`config.mk`:
```
export PLATFORM = sky130hd
export DESIGN_NAME = vec_proc_unit
export DESIGN_NICKNAME = d
export VERILOG_FILES = /design/src/rtl/vec_proc_unit_pkg.sv /design/src/rtl/vp_isqrt.sv /design/src/rtl/vec_proc_unit.sv
export SDC_FILE = /design/constraint.sdc
export NUM_CORES = 2
export LEC_CHECK = 0
export CORE_ASPECT_RATIO = 2
export CORE_MARGIN = 2
export CORE_UTILIZATION = 45
export CTS_CLUSTER_DIAMETER = 80
export DETAILED_ROUTE_END_ITERATION = 8
export GPL_ROUTABILITY_DRIVEN = 1
export PLACE_DENSITY_LB_ADDON = 0.12
export SLEW_MARGIN = 20
export SYNTH_ARGS = -nofsm -noshare
export SYNTH_HDL_FRONTEND = slang
export SYNTH_SLANG_ARGS = --single-unit
```
`constraint.sdc`:
```
create_clock -name clk -period 15.1 [get_ports clk]
set_input_delay 3.02 -clock clk [delete_from_list [all_inputs] [get_ports clk]]
set_output_delay 3.02 -clock clk [all_outputs]
set_load 0.02 [all_outputs]
```
`src/rtl/vec_proc_unit_pkg.sv`:
```
// Shared opcodes, FSM states, datapath widths and saturation helpers for the vector processor.
package vec_proc_unit_pkg;

  localparam int LANE_W = 16;
  localparam int ACC_W  = 35;
  localparam int RAD_W  = 34;
  localparam int ROOT_W = 17;

  localparam logic [3:0] OP_ADD    = 4'd0;
  localparam logic [3:0] OP_SUB    = 4'd1;
  localparam logic [3:0] OP_MUL    = 4'd2;
  localparam logic [3:0] OP_DOT    = 4'd3;
  localparam logic [3:0] OP_SCALE  = 4'd4;
  localparam logic [3:0] OP_LENGTH = 4'd5;

  typedef enum logic [1:0] {
    ST_IDLE = 2'd0,
    ST_LANE = 2'd1,
    ST_SQRT = 2'd2,
    ST_DONE = 2'd3
  } state_e;

  function automatic logic [LANE_W-1:0] sat_s16(input logic signed [35:0] v);
    if (v > 36'sd32767)
      return 16'h7FFF;
    else if (v < -36'sd32768)
      return 16'h8000;
    else
      return v[15:0];
  endfunction

  function automatic logic [LANE_W-1:0] sat_u16(input logic [35:0] v);
    if (v > 36'h0_0000_FFFF)
      return 16'hFFFF;
    else
      return v[15:0];
  endfunction

endpackage

```
`src/rtl/vp_isqrt.sv`:
```
// Restoring integer square root, one root bit per cycle; the load cycle already resolves the first bit.
module vp_isqrt
  import vec_proc_unit_pkg::*;
(
  input  logic              clk,
  input  logic              rst,
  input  logic              load,
  input  logic [RAD_W-1:0]  radicand,
  output logic [ROOT_W-1:0] root,
  output logic              valid
);

  logic [19:0]       rem, src_rem, rem_sh, trial, rem_new;
  logic [ROOT_W-1:0] src_q, q_new;
  logic [RAD_W-1:0]  d, src_d;
  logic [4:0]        steps;
  logic              ge;

  always_comb begin
    src_rem = load ? '0 : rem;
    src_q   = load ? '0 : root;
    src_d   = load ? radicand : d;
    rem_sh  = (src_rem << 2) | {18'b0, src_d[RAD_W-1 -: 2]};
    trial   = {1'b0, src_q, 2'b01};
    ge      = (rem_sh >= trial);
    rem_new = ge ? (rem_sh - trial) : rem_sh;
    q_new   = (src_q << 1) | {{(ROOT_W-1){1'b0}}, ge};
  end

  always_ff @(posedge clk or posedge rst) begin
    if (rst) begin
      rem   <= '0;
      root  <= '0;
      d     <= '0;
      steps <= '0;
    end else if (load || (steps != 5'd0 && steps != 5'd17)) begin
      rem   <= rem_new;
      root  <= q_new;
      d     <= src_d << 2;
      steps <= load ? 5'd1 : steps + 5'd1;
    end
  end

  assign valid = (steps == 5'd17);

endmodule

```
`src/rtl/vec_proc_unit.sv`:
```
// Lane-serial 8.8 fixed-point vector unit: one shared multiplier, saturating lanes, DOT and LENGTH reductions.
module vec_proc_unit
  import vec_proc_unit_pkg::*;
#(
  parameter int DATA_WIDTH   = 16,
  parameter int VECTOR_WIDTH = 4,
  parameter int FRAC_BITS    = 8
) (
  input  logic                               clk,
  input  logic                               rst,
  input  logic                               start,
  input  logic [3:0]                         operation,
  input  logic [VECTOR_WIDTH*DATA_WIDTH-1:0] vec_a,
  input  logic [VECTOR_WIDTH*DATA_WIDTH-1:0] vec_b,
  input  logic [DATA_WIDTH-1:0]              scalar,
  output logic                               busy,
  output logic                               done,
  output logic [VECTOR_WIDTH*DATA_WIDTH-1:0] result,
  output logic                               result_valid
);

  localparam int VW = VECTOR_WIDTH * DATA_WIDTH;

  state_e state, state_next;

  logic [1:0]              cnt;
  logic [3:0]              op_q;
  logic [VW-1:0]           a_q, b_q, a_sh, b_sh;
  logic [VW-1:0]           lane_buf, lane_buf_next, final_res;
  logic [DATA_WIDTH-1:0]   scalar_q;
  logic [LANE_W-1:0]       lane_a, lane_b, lane_res;
  logic signed [16:0]      mul_x, mul_y, sum, diff;
  logic signed [33:0]      prod, prod_sh;
  logic signed [ACC_W-1:0] acc, acc_next, acc_sh;
  logic                    accept, sqrt_load, root_valid;
  logic [ROOT_W-1:0]       root;

  assign accept = start && (state == ST_IDLE || state == ST_DONE);

  always_ff @(posedge clk or posedge rst) begin
    if (rst) state <= ST_IDLE;
    else     state <= state_next;
  end

  always_comb begin
    state_next = state;
    busy       = 1'b0;
    done       = 1'b0;
    sqrt_load  = 1'b0;
    case (state)
      ST_IDLE: if (start) state_next = ST_LANE;
      ST_LANE: begin
        busy = 1'b1;
        if (cnt == 2'd3) begin
          if (op_q == OP_LENGTH) begin
            state_next = ST_SQRT;
            sqrt_load  = 1'b1;
          end else begin
            state_next = ST_DONE;
          end
        end
      end
      ST_SQRT: begin
        busy = 1'b1;
        if (root_valid) state_next = ST_DONE;
      end
      ST_DONE: begin
        done       = 1'b1;
        state_next = start ? ST_LANE : ST_IDLE;
      end
      default: state_next = ST_IDLE;
    endcase
  end

  assign result_valid = done;

  // Lane cnt is rotated into the top slot so one fixed slice feeds the shared multiplier.
  always_comb begin
    a_sh   = a_q << {cnt, 4'b0000};
    b_sh   = b_q << {cnt, 4'b0000};
    lane_a = a_sh[VW-1 -: LANE_W];
    lane_b = b_sh[VW-1 -: LANE_W];
    sum    = {lane_a[15], lane_a} + {lane_b[15], lane_b};
    diff   = {lane_a[15], lane_a} - {lane_b[15], lane_b};

    mul_x = {lane_a[15], lane_a};
    mul_y = {lane_b[15], lane_b};
    if (op_q == OP_SCALE) begin
      mul_x = {1'b0, lane_a};
      mul_y = {1'b0, scalar_q};
    end else if (op_q == OP_LENGTH) begin
      mul_x = {1'b0, lane_a};
      mul_y = {1'b0, lane_a};
    end
    prod     = mul_x * mul_y;
    prod_sh  = prod >>> FRAC_BITS;
    acc_next = acc + {prod[33], prod};
    acc_sh   = acc_next >>> FRAC_BITS;

    case (op_q)
      OP_ADD:   lane_res = sat_s16({{19{sum[16]}}, sum});
      OP_SUB:   lane_res = sat_s16({{19{diff[16]}}, diff});
      OP_MUL:   lane_res = sat_s16({{2{prod_sh[33]}}, prod_sh});
      OP_SCALE: lane_res = sat_u16({2'b00, prod_sh});
      default:  lane_res = '0;
    endcase
    lane_buf_next = lane_buf | ({lane_res, {(VW-LANE_W){1'b0}}} >> {cnt, 4'b0000});

    if (state == ST_SQRT) begin
      final_res = {sat_u16({19'b0, root}), {(VW-LANE_W){1'b0}}};
    end else begin
      case (op_q)
        OP_ADD, OP_SUB, OP_MUL, OP_SCALE: final_res = lane_buf_next;
        OP_DOT:  final_res = {sat_s16({acc_sh[ACC_W-1], acc_sh}), {(VW-LANE_W){1'b0}}};
        default: final_res = '0;
      endcase
    end
  end

  always_ff @(posedge clk or posedge rst) begin
    if (rst) begin
      op_q     <= '0;
      a_q      <= '0;
      b_q      <= '0;
      scalar_q <= '0;
      cnt      <= '0;
      lane_buf <= '0;
      acc      <= '0;
      result   <= '0;
    end else begin
      if (accept) begin
        op_q     <= operation;
        a_q      <= vec_a;
        b_q      <= vec_b;
        scalar_q <= scalar;
        cnt      <= '0;
        lane_buf <= '0;
        acc      <= '0;
      end else if (state == ST_LANE) begin
        cnt      <= cnt + 2'd1;
        lane_buf <= lane_buf_next;
        acc      <= acc_next;
      end
      // The final lane (or the last root bit) is folded in on the edge that enters DONE.
      if (state_next == ST_DONE) result <= final_res;
    end
  end

  vp_isqrt u_isqrt (
    .clk      (clk),
    .rst      (rst),
    .load     (sqrt_load),
    .radicand (acc_next[RAD_W-1:0]),
    .root     (root),
    .valid    (root_valid)
  );

endmodule

```
Word level (Yosys, flattened, before mapping)

Index checks and enable logic that the tools add are counted.

Register bits after elaboration: 387
Latch bits: 0
RAM bits: 0
ROM bits: 0
Input port bits: 151
Output and inout port bits: 67
Word-level logic and storage cells: 98
Memories kept: 0

$add $sub $neg: 6
$mul: 1
Div/mod/pow operators: 0
Magnitude comparators: 11
Equality and inequality tests: 12
Shift operators: 3
Multiplexer cells: 39
Bitwise gates (word level): 3
Reduce and logical (&&, ||, !) cells: 10

Operators with widths:

| cell                   | count |
|---|---|
| $mux W64               | 3 |
| $mux W16               | 10 |
| $pmux W64 S2           | 1 |
| $shl A64 B6 Y64        | 2 |
| $mux W17               | 5 |
| $mux W35               | 2 |
| $or A64 B64 Y64        | 1 |
| $pmux W16 S4           | 1 |
| $shr A64 B6 Y64        | 1 |
| $gt A17 B16 Y1 const B | 3 |
| $mux W18               | 2 |
| $add A35 B35 Y35       | 1 |
| $gt A34 B16 Y1 const B | 1 |
| $lt A17 B16 Y1 const B | 2 |
| $mul A17 B17 Y34       | 1 |
| $mux W34               | 1 |
| $gt A27 B16 Y1 const B | 1 |
| $lt A27 B16 Y1 const B | 1 |
| $gt A26 B16 Y1 const B | 1 |
| $lt A26 B16 Y1 const B | 1 |
| $ge A20 B19 Y1         | 1 |
| $or A20 B2 Y20         | 1 |
| $sub A18 B18 Y18       | 1 |
| $add A16 B16 Y17       | 1 |
| other kinds (23)       | 40 |

Logic depth before layout (Yosys ltp)

Word-level depth: 12
Mapped depth: 57
Depth with buffers taken out: 54

Cells and area by module

A second synthesis with hierarchy kept.

Cells, all modules: 3928
Area, all modules: 33865.0 sq um

Modules (own cells, without submodules):

| module        | instances | cells each | area each (sq um) | sequential area each (sq um) |
|---|---|---|---|---|
| vec_proc_unit | 1         | 3477       | 29583.4           | 7882.6 |
| vp_isqrt      | 1         | 451        | 4281.6            | 1801.7 |

Worst setup path before layout

OpenSTA, ideal clock, no wires.

Kind: reg2reg
Start point: register cnt[0]
End point: register u_isqrt.rem[12]
Setup time: 77 ps
Data arrival time: 12202 ps
Data required time: 15023 ps
Setup slack: 2820 ps
Stages on the path, launching flop included: 53
Buffers on the path: 6
Clock period less this slack: 12280 ps
Cells stage by stage: dfrtp_1 buf_1 buf_1 nand2_1 o21ai_1 clkinv_1 mux2i_1 nor2_1 a21oi_1 clkbuf_1 nor2_1 fa_1 inv_1 fa_1 inv_1 fa_1 inv_1 fa_1 [17 not listed] o21ai_0 o21bai_1 mux2i_1 mux2i_1 ha_1 nor2b_1 o21ai_0 a21boi_0 o21ai_0 a21boi_0 o311ai_0 a31o_2 a21oi_1 a21o_1 clkbuf_1 buf_1 a22oi_1 a21oi_1

Word-level cells in the longest chain between the ends: 9
Elaborated cells between the ends (all ways): 19
Those cells by class: 2 x add/sub; 1 x mul; 1 x order compare; 1 x eq/ne; 2 x shift; 10 x mux; 1 x bitwise; 1 x reduce/logical

RTL lines:

| item                                               | RTL line                                 | text |
|---|---|---|
| from (decl)                                        | vec_proc_unit.sv:26                      | `logic [1:0] cnt;` |
| from (signal assigned)                             | vec_proc_unit.sv:140                     | `cnt <= cnt + 2'd1;` |
| $shl A64 B6 Y64, on equally long branches          | vec_proc_unit.sv:79, vec_proc_unit.sv:80 |  |
| $mux W17                                           | vec_proc_unit.sv:91                      | `end else if (op_q == OP_LENGTH) begin` |
| $mux W17                                           | vec_proc_unit.sv:88                      | `if (op_q == OP_SCALE) begin` |
| $mul A17 B17 Y34                                   | vec_proc_unit.sv:95                      | `prod = mul_x * mul_y;` |
| $add A35 B35 Y35                                   | vec_proc_unit.sv:97                      | `acc_next = acc + {prod[33], prod};` |
| $mux W34                                           | vp_isqrt.sv:22                           | `src_d = load ? radicand : d;` |
| $or A20 B2 Y20                                     | vp_isqrt.sv:23                           | `rem_sh = (src_rem << 2) \| {18'b0, src_d[RAD_W-1 -: 2]};` |
| $sub A18 B18 Y18 or $ge A20 B19 Y1 (tied branches) | vp_isqrt.sv:26, vp_isqrt.sv:25           |  |
| $mux W18                                           | vp_isqrt.sv:26                           | `rem_new = ge ? (rem_sh - trial) : rem_sh;` |
| to (signal assigned)                               | vp_isqrt.sv:37                           | `rem <= rem_new;` |
| to (decl)                                          | vp_isqrt.sv:13                           | `logic [19:0] rem, src_rem, rem_sh, trial, rem_new;` |

Parallel ways exist; a longest one is shown, timed or not.
A chain may end at the register's enable or synchronous reset.

Worst setup path in the final report

Start point: register cnt[1]
End point: register u_isqrt.rem[1]

The elaborated chain is that of the path after synthesis.

==> impl_metrics.yaml <==
status:
  status: "finished, final reports clean"
synth:
  syn_area_um2: 33050
  ys_ff_latch: 387
  synth_ff_type: "dfrtp_1"
  synthMuxAreaShare_pct: 4.596
  synth_top_family_by_area: "adder cells"
  avgSynthCellArea_um2: 8.659
  synth_edf_count: 0
  async_flop_share_pct: 100.0
  synth_area_leaders: "dfrtp_1 (29%), fa_1 (18%), nand2_1 (8.4%), ha_1 (6.9%), inv_1 (5.2%)"
  synth_nets: 4449
  synthAdderAreaFrac_pct: 25.03
  synth_xor_area_share_pct: 2.275
  synth_top_area_cell: "dfrtp_1"
  synthSimpleGateAreaFrac_pct: 17.24
  synth_top_area_share_pct: 29.30
  synth_seq_area_share_pct: 29.30
  synth_compound_area_share_pct: 14.15
  ys_warn_count: 0
  yosysUniqueCellTypes: 93
  netlist_instances: 3817
layout:
  final_cells: 4928
  layout-drive-gt1-share_pct: 5.994
  utilization_pct: 51.93
  nets: 4609
  nFillCells: 7009
  syn_to_final_growth_pct: 14.21
worst_setup_path:
  critPathKind: "flip-flop to flip-flop"
  cp_slowest_cell: "dfrtp_2"
  crit_required_ns: 15.61
  critPathMaxFanout: 25
  end_kind: "flip-flop"
  slowest_delay_ns: 0.79
  critPathArrivalTime_ns: 14.22
  critPathLaunchType: "flip-flop"
  reg2regPathDepth: 54
routing:
  vias: 27456
  drc: 0
  avgViaCountPerCell: 5.571
  drt_iter0_markers: 1512
  wl_per_cell_um: 22.59
  antenna_left: 0
  wl_mm: 111.3
  first_pass_iters: 6
sta:
  timing.final.crit_share_pct: 90.78
  drv_slew: 0
  slew_headroom_pct: 21.70
  tns_ns: 0
  finalSetupViolations: 0
  rsz0062_at_grt: "no"
  hold_viol: 0
  fmaxAchievable_ghz: 0.07295
  post-route-min-period_ns: 13.71
  clock_skew_ns: 0.01920
  setup_ws_ns: 1.392
  worst_pin_slew_ns: 1.169
clocking:
  cts_setup_buffers: 0
  clk_pin_slew_worst_paths_ns: 0.07
  htreeDepth: 2
  ctsLongestPathBuffers: 3
  cts_tree: "done"
  numCtsBuffers: 39
  cts_sinks: 387
  hold_buffers: 0
  ctsResizeCount: 0
  clk_latency_ns: 0.59
  root_buffer: "clkbuf_16"
min_path:
  hold_depth: 2
  hold_class: "flip-flop to flip-flop"
global_routing:
  grt.overflow.total: 0
  grt_max_degree: 155
  grt_pass1_vias: 29192
  grtUsageTotal_pct: 30.12
  grt_pass1_wl_mm: 171.5
  antenna_found_initial: 2
place:
  placedCellCount: 4858
  place_ws_ns: 1.486
  io_buffer_count: 217
  place_hpwl_mm: 88.64
  gp_congestion: 1.003
floorplanning:
  placementRows: 140
  die_y_um: 387.3
  die-area_um2: 75760
  io_pins: 218
  core_um2: 72690
  start_util_pct: 45.47
  die_w_um: 195.6
flow_run:
  cap_violations: 0
-- through the flow --
step,hold WS [ns],cell area (µm²)
6_report,0.4711,37750
5_1_grt,0.4882,37750
4_1_cts,0.4744,37710
3_5_place_dp,0.4582,36360
3_3_place_gp,0.4534,36360
2_1_floorplan,0.4401,33050
-- placed cells by master, fill, tap and decap left out, drive strengths merged, types with 20 or more instances in the layout --
cell type / netlist / routed
o21ai: 249 / 249
nand2b: 46 / 46
a22oi: 63 / 63
ha: 182 / 182
a21oi: 196 / 196
and2: 47 / 47
nand3: 38 / 38
fa: 299 / 299
a221oi: 29 / 29
xnor2: 61 / 61
xor2: 22 / 22
clkbuf: 150 / 51
a21o: 34 / 34
dfrtp: 387 / 387
a31oi: 25 / 25
mux2i: 91 / 91
inv: 461 / 463
a211oi: 25 / 25
nor2b: 21 / 21
nor3: 30 / 30
nor2: 348 / 348
mux2: 20 / 20
nand2: 737 / 737
clkdlybuf4s50: 0 / 217
buf: 28 / 80
-- kinds of logic (layout without fill, tap and decap cells) --
kind of cell,count (synthesis),after routing
simple gates,1348,1348
xor+xnor,84,84
other cells,0,1
buf+inv,645,832
fa+ha+maj,482,482
flops,387,387
mux,128,128
compound gates,743,743
-- layer usage --
layer / vias up / global-route usage (%) / wire length, µm
li1: 12762 / - / -
met1: 13452 / 29.78 / 37210
met2: 857 / 56.08 / 58790
met3: 385 / 3.692 / 4452
met4: 0 / 24.02 / 10860
met5: - / 0 / 0
-- worst max-delay path: cells and delay by family (launching register included) --
family	cells	cell delay [ns]
DFF	1	0.79
xor gates and xnor gates	1	0.36
and+or+nand+nor	9	1.31
muxes	3	0.90
adders and majority gates	9	3.83
AOI/OAI and AO/OA	22	5.10
buffers and inverters	10	1.29
-- area by class of cell --
cell class	count	area (µm²)	area share, %
clock inverters	17	241.5	0.6397
well taps	923	1155	3.059
inverters	467	1760	4.664
repair buffers	297	2809	7.441
diodes	1	2.502	0.006629
flip-flops and latches	387	9687	25.66
clock buffers	51	1111	2.943
multi-input cells	2785	20980	55.58
-- cell usage after synthesis (9+ instances only) --
| library cell | number |
|---|---|
| nand2_1 | 736 |
| o21ba_2 | 15 |
| dfrtp_1 | 387 |
| a21oi_1 | 193 |
| clkbuf_1 | 150 |
| o21ai_0 | 227 |
| nand3_1 | 38 |
| a211oi_1 | 23 |
| mux4_2 | 17 |
| a22oi_1 | 63 |
| nor2_1 | 348 |
| a21o_1 | 34 |
| ha_1 | 182 |
| xor2_1 | 22 |
| o21ai_1 | 21 |
| and3_1 | 11 |
| xnor2_1 | 61 |
| nor3_1 | 30 |
| and2_1 | 47 |
| nor2b_1 | 21 |
| o31ai_1 | 11 |
| a31oi_1 | 25 |
| buf_1 | 19 |
| a221oi_1 | 27 |
| fa_1 | 299 |
| mux2i_1 | 91 |
| o21a_1 | 17 |
| nand2b_1 | 46 |
| mux2_2 | 20 |
| nand4_1 | 9 |
| inv_1 | 461 |
| o21bai_1 | 13 |
| or2_1 | 11 |
-- flip-flops by register name, summed over array words and instances (netlist names) --
name,cells
acc,35
u_isqrt.rem,18
u_isqrt.d,32
scalar_q,16
a_q,64
u_isqrt.steps,5
state,2
op_q,4
b_q,64
cnt,2
u_isqrt.root,17
result,64
lane_buf,64
-- path summary, 6_finish.rpt --
kind                                     start                           to  slack, ns
max in group asynchronous                  rst     lane_buf[24]$_DFFE_PP0P_       9.95
setup reg to reg            cnt[1]$_DFFE_PP0P_   u_isqrt.rem[1]$_DFFE_PP0P_       1.39
hold reg to reg            b_q[23]$_DFFE_PP0P_          b_q[23]$_DFFE_PP0P_       0.47
setup / recovery            cnt[1]$_DFFE_PP0P_   u_isqrt.rem[1]$_DFFE_PP0P_       1.39
min in group asynchronous                  rst  u_isqrt.rem[15]$_DFFE_PP0P_       2.92
hold / removal             b_q[23]$_DFFE_PP0P_          b_q[23]$_DFFE_PP0P_       0.47
Power is not shown: default switching activity piles up to over one toggle a cycle in this logic, so the estimate is an artifact.
